==> src/rtl/iob_clock_div.sv <==
// rtl/iob_clock_div.sv - multi-channel programmable clock divider with registered clock and tick outputs
module iob_clock_div #(
    parameter int N_CH  = 2,
    parameter int DIV_W = 8
) (
    input  logic                    clk_i,
    input  logic                    rst_i,
    input  logic                    cke_i,
    input  logic                    sync_i,
    input  logic [N_CH-1:0]         en_i,
    input  logic [N_CH*DIV_W-1:0]   div_i,
    output logic [N_CH-1:0]         clk_o,
    output logic [N_CH-1:0]         tick_o
);

    localparam logic [DIV_W-1:0] MIN_DIV = DIV_W'(2);
    localparam logic [DIV_W-1:0] ONE     = DIV_W'(1);

    for (genvar k = 0; k < N_CH; k++) begin : g_ch
        logic [DIV_W-1:0] cnt;
        logic [DIV_W-1:0] dq;
        logic [DIV_W-1:0] div;
        logic [DIV_W-1:0] div_c;
        logic [DIV_W-1:0] last;
        logic             run;
        logic             clk_q;
        logic             tick_q;

        always_comb begin
            div   = div_i[k*DIV_W +: DIV_W];
            div_c = (div < MIN_DIV) ? MIN_DIV : div;
            last  = dq - ONE;
            run   = en_i[k] & ~sync_i;
        end

        // dq is only reloaded at a wrap or while stopped, so a ratio change
        // never alters the period already in progress.
        always_ff @(posedge clk_i) begin
            if (rst_i) begin
                cnt    <= '0;
                dq     <= MIN_DIV;
                clk_q  <= 1'b0;
                tick_q <= 1'b0;
            end else if (cke_i) begin
                if (!run) begin
                    cnt    <= '0;
                    dq     <= div_c;
                    clk_q  <= 1'b0;
                    tick_q <= 1'b0;
                end else begin
                    clk_q  <= (cnt < (dq >> 1));
                    tick_q <= (cnt == last);
                    if (cnt == last) begin
                        cnt <= '0;
                        dq  <= div_c;
                    end else begin
                        cnt <= cnt + ONE;
                    end
                end
            end
        end

        assign clk_o[k]  = clk_q;
        assign tick_o[k] = tick_q;
    end

endmodule

==> config.mk <==
export PLATFORM = sky130hd
export DESIGN_NAME = iob_clock_div
export DESIGN_NICKNAME = d
export VERILOG_FILES = /design/src/rtl/iob_clock_div.sv
export SDC_FILE = /design/constraint.sdc
export NUM_CORES = 1
export LEC_CHECK = 0
export ABC_AREA = 1
export ABC_CLOCK_PERIOD_IN_PS = 4130
export CAP_MARGIN = 5
export CORE_MARGIN = 1.5
export CORE_UTILIZATION = 45
export DETAILED_ROUTE_END_ITERATION = 8
export PLACE_DENSITY_LB_ADDON = 0.2
export SLEW_MARGIN = 40
export SYNTH_ARGS = -nofsm -noshare
export SYNTH_HDL_FRONTEND = slang
export SYNTH_SLANG_ARGS = --single-unit
export TNS_END_PERCENT = 1
==> constraint.sdc <==
create_clock -name clk_i -period 4.13 [get_ports clk_i]
set_input_delay 0.826 -clock clk_i [delete_from_list [all_inputs] [get_ports clk_i]]
set_output_delay 0.826 -clock clk_i [all_outputs]
set_load 0.02 [all_outputs]
## After elaboration in Yosys (flattened, before gate mapping)

Index checks and enable logic that the tools add are counted.

- Word-level logic and storage cells: 39
- Input bits: 22
- Bits in registers: 36

- $lt $le $gt $ge: 4
- Reduce and logical (&&, ||, !) cells: 2
- Bitwise logic cells: 3
- Equal/unequal tests: 4
- Add/subtract/negate cells: 4
- Multiplexer cells: 14

Operators by type and width:

| operator | number |
|---|---|
| $mux 8 | 10 |
| $add 8x1->8 const B | 2 |
| $eq 8x8->1 | 2 |
| $lt 8x2->1 const B | 2 |
| $lt 8x7->1 | 2 |
| $sub 8x1->8 const B | 2 |
| $mux 1 | 4 |
| $ne 2x1->1 const B | 2 |
| $reduce_and 2->1 | 2 |
| $and 1x1->1 | 2 |
| $not 1->1 | 1 |

## Logic depth before layout (Yosys ltp)

Gate-level depths: netlist of the first run.

- Word-level depth: 4
- Mapped depth: 15

## Worst setup path after synthesis of the first run

No wires, ideal clock.

- Path kind: input to register
- Start point: input cke_i
- End point: register g_ch[1].cnt[7]
- Arrival time: 1803 ps
- Path slack: 2211 ps
- Required time: 4015 ps
- Path buffers: 1
- Stages on the path: 7
- Cells stage by stage: buf_2 > inv_2 > nor4_2 > nand2_1 > nor3b_2 > xnor2_1 > nor2_1

RTL lines:

| item | line | RTL |
|---|---|---|
| from (decl) | 8 | `input logic cke_i,` |
| to (signal assigned) | 57 | `cnt <= cnt + ONE;` |
| to (decl) | 20 | `logic [DIV_W-1:0] cnt;` |

==> results of run 1 <==
## critical path: stages
cell	delay (ps)
clkdlybuf4s50_1	450
buf_4	340
inv_2	190
nor4_2	360
nand2_1	150
nor3b_2	200
xnor2_1	130
nor2_1	50
## final timing paths
| check | to | slack (ps) | startpoint | cells after the start |
|---|---|---|---|---|
| min reg2reg | g_ch[0].tick_q$_SDFFE_PP0P_ | 480 | g_ch[0].tick_q$_SDFFE_PP0P_ | 2 |
| max reg2reg | g_ch[1].cnt[7]$_SDFFE_PP0P_ | 1950 | g_ch[1].dq[0]$_SDFFE_PP0P_ | 14 |
| max | g_ch[1].cnt[7]$_SDFFE_PP0P_ | 1610 | cke_i | 8 |
| min | g_ch[0].tick_q$_SDFFE_PP0P_ | 480 | g_ch[0].tick_q$_SDFFE_PP0P_ | 2 |
## logic make-up after synthesis
logic type	after synthesis
fa+ha+maj	16
xor+xnor	20
flops	36
compound gates	36
simple gates	212
buf+inv	72
## metrics by stage
step | util [%] | area (sq um) | power, uW | setup WS [ps]
global route | 53.5 | 2960 | 917 | 1390
CTS | 53.5 | 2960 | 874 | 1610
global placement | 51.4 | 2850 | 560 | 1310
floorplan | - | 2590 | 516 | 2210
finish | 53.5 | 2960 | 863 | 1610
detailed placement | 51.4 | 2850 | 564 | 1300
## per-layer routing
metal | share of wire, % | wire, um
met5 | 0 | 0
met2 | 41 | 2280
met3 | 4.1 | 224
met4 | 0.98 | 54
met1 | 54 | 2950
## power groups by stage
stage	registers, uW	logic (uW)	clock network [uW]
after floorplan	382	134	0
after global placement	387	173	0
after detailed placement	387	177	0
after CTS	379	177	318
after global routing	382	202	333
final	379	177	308
## state kept, by name, indices dropped and copies added, names as in the netlist
signal	cells
g_ch.dq	16
g_ch.cnt	16
g_ch.tick_q	2
g_ch.clk_q	2
## placed cells by master (no fill, tap or decap), drive strengths merged, types with 3 or more instances in the layout
master / Yosys / layout
nand4: 10 / 10
nor2: 50 / 50
a21oi: 23 / 23
ha: 16 / 16
o21ai: 9 / 9
clkdlybuf4s50: 0 / 25
nor3: 3 / 3
xor2: 13 / 13
nand2: 99 / 99
dfxtp: 36 / 36
inv: 59 / 59
nand3: 40 / 40
xnor2: 6 / 6
nor4: 3 / 3
clkbuf: 2 / 5
## cell type report
| type | count | area, sq um |
|---|---|---|
| clock buffer | 5 | 68.8 |
| clock inverter | 3 | 42.5 |
| fill | 546 | 2580 |
| inverter | 59 | 221 |
| multi-input combinational | 284 | 1560 |
| sequential | 36 | 721 |
| tap | 72 | 90.1 |
| timing repair buffer | 26 | 258 |
==> metrics.txt, run 1 <==
# TYPE chip_impl_metric gauge
chip_impl_info{name="timing.hold.worst.class",value="register to register"} 1
chip_impl_info{name="timing_worst_setup_path_type",value="primary input to register"} 1
chip_impl_info{name="synth_top_flop_cell",value="dfxtp_1"} 1
chip_impl_metric{name="yosys.area_share.adder",unit="%"} 7.71
chip_impl_metric{name="hold_viol",unit=""} 0
chip_impl_metric{name="routed_wirelength",unit="um"} 5510
chip_impl_metric{name="post_cts_buffers",unit=""} 0
chip_impl_metric{name="drt-vias-per-instance",unit=""} 4.94
chip_impl_metric{name="synth_simple_gate_area_share",unit="%"} 37.4
chip_impl_metric{name="synth-edff-count",unit=""} 0
chip_impl_metric{name="synth_xor_area_share",unit="%"} 7.28
chip_impl_info{name="synth.top_cells.by_area",value="dfxtp_1, nand2_1, inv_1"} 1
chip_impl_info{name="synth.largest_area_cell",value="dfxtp_1"} 1
chip_impl_metric{name="grt_max_degree",unit=""} 37
chip_impl_metric{name="ratio_of_cells_with_drive_above_1_in_the_final_layout",unit="%"} 7.99
chip_impl_info{name="worst_setup_path_start_kind",value="primary input"} 1
chip_impl_metric{name="globalRouteOverflowTotal",unit=""} 0
chip_impl_metric{name="yosysWarnings",unit=""} 0
chip_impl_metric{name="synthesis.nets",unit=""} 430
chip_impl_info{name="endpoint_kind",value="register"} 1
chip_impl_metric{name="postSynthCellCount",unit=""} 392
chip_impl_metric{name="final_net_count",unit=""} 450
chip_impl_metric{name="peakVddDrop",unit="V"} 0.000238
chip_impl_metric{name="wire_per_inst",unit="um"} 11.4
chip_impl_metric{name="cts.path.max_buffers",unit=""} 2
chip_impl_metric{name="cts_repair_resize_count",unit=""} 0
chip_impl_metric{name="cp_data_arrival_time",unit="ps"} 2700
chip_impl_metric{name="synth_compound_area_share",unit="%"} 7.71
chip_impl_metric{name="min_clock_period_post_route",unit="ps"} 2520
chip_impl_info{name="synth_top_family_by_area",value="simple AND/OR/NAND/NOR gates"} 1
chip_impl_metric{name="static-leakage-power",unit="uW"} 0.00142
chip_impl_info{name="synth_most_common_cell",value="nand2_1"} 1
chip_impl_metric{name="netlist.area_leader.share",unit="%"} 27.8
chip_impl_metric{name="gate_power_share",unit="%"} 20.5
chip_impl_metric{name="fin_crit_sh",unit="%"} 61.1
chip_impl_metric{name="dp.final_hpwl",unit="um"} 4350
chip_impl_metric{name="syn2layout_area_growth",unit="%"} 14.1
chip_impl_metric{name="post_synth_instance_area",unit="sq um"} 2590
chip_impl_metric{name="power_switching",unit="uW"} 249
chip_impl_metric{name="die_area",unit="sq um"} 6230
chip_impl_metric{name="placeableCoreArea",unit="sq um"} 5540
chip_impl_info{name="globalRoute.busiestLayer",value="met2"} 1
chip_impl_metric{name="clock-sinks",unit=""} 36
chip_impl_metric{name="groute.layer.met2.usage",unit="%"} 29.5
chip_impl_metric{name="max_slew.worst_pin.slew",unit="ps"} 658
chip_impl_metric{name="use_met1",unit="%"} 28.2
chip_impl_metric{name="dr.first_iter.drc_count",unit=""} 125
chip_impl_metric{name="setup-tns-final",unit="ps"} 0
chip_impl_metric{name="swShare",unit="%"} 28.8
chip_impl_metric{name="gr-usage-met3",unit="%"} 3.68
chip_impl_metric{name="ys_types",unit=""} 37
chip_impl_metric{name="drv.max_cap_violation_count",unit=""} 0
chip_impl_metric{name="synth_sequential_area_ratio",unit="%"} 27.8
chip_impl_metric{name="worst-endpoint-required",unit="ps"} 4310
chip_impl_metric{name="clk_pin_slew_worst_paths",unit="ps"} 80
chip_impl_metric{name="placement_rows",unit=""} 27
chip_impl_metric{name="instances_no_fill",unit=""} 485
chip_impl_metric{name="postCtsHoldBufs",unit=""} 0
chip_impl_metric{name="floorplan.die.width",unit="um"} 78.9
chip_impl_info{name="outcome",value="finished, final reports clean"} 1
chip_impl_metric{name="synth_area_per_cell",unit="sq um"} 6.62
chip_impl_metric{name="firstDrtPassIters",unit=""} 4
chip_impl_metric{name="grt_pass1_wl",unit="um"} 9690
chip_impl_info{name="tritoncts",value="yes"} 1
chip_impl_metric{name="vias",unit=""} 2396
chip_impl_metric{name="ys_async_sr_fraction",unit="%"} 0
chip_impl_metric{name="htreeDepth",unit=""} 2
chip_impl_metric{name="holdWs",unit="ps"} 481
chip_impl_metric{name="crit_fanout",unit=""} 36
chip_impl_metric{name="maxClockFrequency",unit="MHz"} 396
chip_impl_metric{name="cts_buffers",unit=""} 5
chip_impl_metric{name="final_worst_clock_skew",unit="ps"} 6.33
chip_impl_metric{name="drt.antenna.violating_nets",unit=""} 0
chip_impl_metric{name="grt_antenna_before_repair",unit=""} 0
chip_impl_metric{name="io_buffers",unit=""} 25
chip_impl_metric{name="antenna_cells",unit=""} 0
chip_impl_metric{name="seq_power_share",unit="%"} 43.9
chip_impl_metric{name="share_clk_of_total_power",unit="%"} 35.6
chip_impl_metric{name="floorplan.die.height",unit="um"} 78.9
chip_impl_metric{name="cellPowerDensity",unit="nW/um^2"} 292
chip_impl_metric{name="grt_use_total",unit="%"} 19.5
chip_impl_metric{name="seq_cells_post_synth",unit=""} 36
chip_impl_metric{name="setup_viol",unit=""} 0
chip_impl_metric{name="timing_max_transition_violations_final",unit=""} 0
chip_impl_metric{name="finalWeightedCongestion",unit=""} 0.831
chip_impl_metric{name="boundaryPins",unit=""} 26
chip_impl_metric{name="effective_utilization_at_floorplan",unit="%"} 46.8
chip_impl_metric{name="via_count_of_the_first_global_routing_pass",unit=""} 2171
chip_impl_metric{name="placed_cells",unit=""} 477
chip_impl_info{name="synth_commonest_cells",value="nand2_1, inv_1, nor2_1"} 1
chip_impl_metric{name="cell_internal_pwr",unit="uW"} 614
chip_impl_info{name="grt_setup_unrepaired",value="no"} 1
chip_impl_metric{name="drt_drc_violations_left",unit=""} 0
chip_impl_info{name="cts-root-buf",value="clkbuf_8"} 1
chip_impl_metric{name="worstSkewPairLatency",unit="ps"} 290
chip_impl_metric{name="timing.slew.headroom",unit="%"} 56.1
chip_impl_metric{name="synth.area.mux_share",unit="%"} 0
(Power assumes the default switching activity.)
==> run 2, diff against run 1 <==
ABC_CLOCK_PERIOD_IN_PS = 2130   (was 4130)
clock period = 2.13 ns   (was 4.13 ns; I/O delays follow)
==> run 2 against run 1 <==
Worst setup slack got worse by 1500 ps. Clock skew decreased by 0.92 ps. Combinational power increased by 110%. Final area increased by 2.0%. Worst hold slack got worse by 17 ps. Power increased by 82%. First-iteration DRC count decreased by 11%. Critical endpoint is now g_ch[1].dq[5]$_SDFFE_PP0P_. Largest power group unchanged.
==> metrics.txt, run 2 (synthesis gave the netlist of run 1 again) <==
# TYPE chip_impl_metric gauge
chip_impl_metric{name="clk_pin_slew_worst_paths",unit="ps"} 70
chip_impl_info{name="leading_cell_type_in_the_layout_fill_and_taps_excluded",value="nand2_1"} 1
chip_impl_info{name="timing_worst_setup_path_type",value="register to register"} 1
chip_impl_metric{name="firstDrtPassIters",unit=""} 4
chip_impl_metric{name="static-leakage-power",unit="uW"} 0.00145
chip_impl_metric{name="instances_no_fill",unit=""} 491
chip_impl_metric{name="max_slew.worst_pin.slew",unit="ps"} 535
chip_impl_info{name="cts-root-buf",value="clkbuf_8"} 1
chip_impl_metric{name="syn2layout_area_growth",unit="%"} 16.4
chip_impl_info{name="largest_regs",value="g_ch.cnt x16, g_ch.dq x16"} 1
chip_impl_info{name="outcome",value="finished, final reports clean"} 1
chip_impl_metric{name="crit_fanout",unit=""} 6
chip_impl_metric{name="worstSkewPairLatency",unit="ps"} 290
chip_impl_metric{name="fin_crit_sh",unit="%"} 93.0
chip_impl_metric{name="dr.first_iter.drc_count",unit=""} 111
chip_impl_metric{name="grt_antenna_before_repair",unit=""} 0
chip_impl_metric{name="antenna_cells",unit=""} 0
chip_impl_metric{name="io_buffers",unit=""} 25
chip_impl_info{name="mostFrequentLayoutCells",value="nand2_1, inv_1, nor2_1"} 1
chip_impl_metric{name="maxClockFrequency",unit="MHz"} 505
chip_impl_metric{name="via_count_of_the_first_global_routing_pass",unit=""} 2178
chip_impl_metric{name="power.total",unit="uW"} 1570
chip_impl_metric{name="vias",unit=""} 2412
chip_impl_metric{name="grt_max_degree",unit=""} 36
chip_impl_metric{name="critical_path_buf_inv_count",unit=""} 3
chip_impl_metric{name="placeableCoreArea",unit="sq um"} 5540
chip_impl_metric{name="timing.slew.headroom",unit="%"} 64.3
chip_impl_metric{name="drt.antenna.violating_nets",unit=""} 0
chip_impl_info{name="crit_top_cell",value="nand2_1"} 1
chip_impl_metric{name="timing_max_transition_violations_final",unit=""} 0
chip_impl_metric{name="floorplan.die.width",unit="um"} 78.9
chip_impl_info{name="tritoncts",value="yes"} 1
chip_impl_info{name="critical_path.cell_chain",value="inv_1, ha_4, inv_1, nand2_1, nand2_1, nand2_1, nor2_2, nand3_1, nor2_2, nand3_2, nand2_4, buf_12, nand3_1, nand2_1, nor2_1"} 1
chip_impl_metric{name="min_clock_period_post_route",unit="ps"} 1980
chip_impl_metric{name="cp_data_arrival_time",unit="ps"} 2160
chip_impl_metric{name="peakVddDrop",unit="V"} 0.000297
chip_impl_metric{name="placement_rows",unit=""} 27
chip_impl_info{name="critical-path-slowest-cell",value="dfxtp_2"} 1
chip_impl_metric{name="effective_utilization_at_floorplan",unit="%"} 46.8
chip_impl_info{name="timing.hold.worst.class",value="register to register"} 1
chip_impl_metric{name="critical_path.max_stage_delay",unit="ps"} 330
chip_impl_metric{name="wire_per_inst",unit="um"} 11.6
chip_impl_metric{name="ratio_of_cells_with_drive_above_1_in_the_final_layout",unit="%"} 11.0
chip_impl_metric{name="die_area",unit="sq um"} 6230
chip_impl_metric{name="floorplan.die.height",unit="um"} 78.9
chip_impl_info{name="endpoint_kind",value="register"} 1
chip_impl_metric{name="grt_use_total",unit="%"} 20.0
chip_impl_metric{name="setup_viol",unit=""} 0
chip_impl_metric{name="setup-tns-final",unit="ps"} 0
chip_impl_info{name="grt_setup_unrepaired",value="no"} 1
chip_impl_metric{name="cellPowerDensity",unit="nW/um^2"} 519
chip_impl_metric{name="drt_drc_violations_left",unit=""} 0
chip_impl_metric{name="final_worst_clock_skew",unit="ps"} 5.41
chip_impl_metric{name="postCtsHoldBufs",unit=""} 0
chip_impl_metric{name="dp.final_hpwl",unit="um"} 4410
chip_impl_metric{name="grt_pass1_wl",unit="um"} 9870
chip_impl_metric{name="hold_viol",unit=""} 0
chip_impl_metric{name="final_net_count",unit=""} 457
chip_impl_metric{name="cts.path.max_buffers",unit=""} 2
chip_impl_metric{name="finalWeightedCongestion",unit=""} 0.825
chip_impl_metric{name="globalRouteOverflowTotal",unit=""} 0
chip_impl_metric{name="worst-endpoint-required",unit="ps"} 2310
chip_impl_metric{name="htreeDepth",unit=""} 2
chip_impl_metric{name="placed_cells",unit=""} 480
chip_impl_metric{name="boundaryPins",unit=""} 26
chip_impl_metric{name="routed_wirelength",unit="um"} 5700
chip_impl_info{name="worst_setup_path_start_kind",value="register"} 1
chip_impl_metric{name="cts_buffers",unit=""} 5
chip_impl_info{name="cp_top_family",value="simple AND/OR/NAND/NOR gates"} 1
chip_impl_metric{name="drt-vias-per-instance",unit=""} 4.91
chip_impl_metric{name="clock-sinks",unit=""} 36
chip_impl_metric{name="drv.max_cap_violation_count",unit=""} 0
## run 2: cell type report
class | instances | area (sq um)
clock buffers | 5 | 68.8
well taps | 72 | 90.1
multi-input cells | 284 | 1580
fillers | 571 | 2520
inverters | 59 | 221
clock inverters | 2 | 12.5
flip-flops and latches | 36 | 723
repair buffers | 33 | 323
## run 2: where the power goes
part           internal [uW]  total, uW  leakage (uW)  switching [uW]
sequential               701        737      0.000294            35.6
combinational            159        364       0.00111             205
clock                    221        469     0.0000400             248
## run 2: worst paths after layout
| path | slack [ps] | end | start | cells past startpoint |
|---|---|---|---|---|
| hold / removal | 460 | g_ch[0].clk_q$_SDFFE_PP0P_ | g_ch[0].clk_q$_SDFFE_PP0P_ | 2 |
| setup reg to reg | 150 | g_ch[1].dq[5]$_SDFFE_PP0P_ | g_ch[1].dq[0]$_SDFFE_PP0P_ | 15 |
| setup / recovery | 150 | g_ch[1].dq[5]$_SDFFE_PP0P_ | g_ch[1].dq[0]$_SDFFE_PP0P_ | 15 |
| hold reg to reg | 460 | g_ch[0].clk_q$_SDFFE_PP0P_ | g_ch[0].clk_q$_SDFFE_PP0P_ | 2 |
## run 2: what timing repair did
item                       CTS  global route
setup buffers                3             1
hold endpoints to repair     0             0
cloned                       0             0
resized for setup            0             8
pin swaps                    1             8
setup endpoints to repair    6            21
## run 2: metal layers
layer  track usage [%]  up-vias  part of all wire [%]
li1                  -     1303                     -
met1              28.7     1075                    54
met2              30.2       32                    42
met3              4.48        2                   3.4
met4              5.26        0                  0.60
met5                 0        -                     0
## run 2: tightest hold or removal path: stages (launching register included)
cell	delay, ps
dfxtp_1	310
nand2_1	60
a21oi_1	50
## run 2: stage by stage
step	hold WS (ps)	worst slack [ps]	util [%]	cell area, sq um
floorplan	440	402	-	2590
global placement	456	42.4	51.9	2870
detailed placement	456	3.73	51.9	2870
CTS	465	36.9	54.0	2990
global route	498	3.66	54.5	3020
finish	463	150	54.5	3020
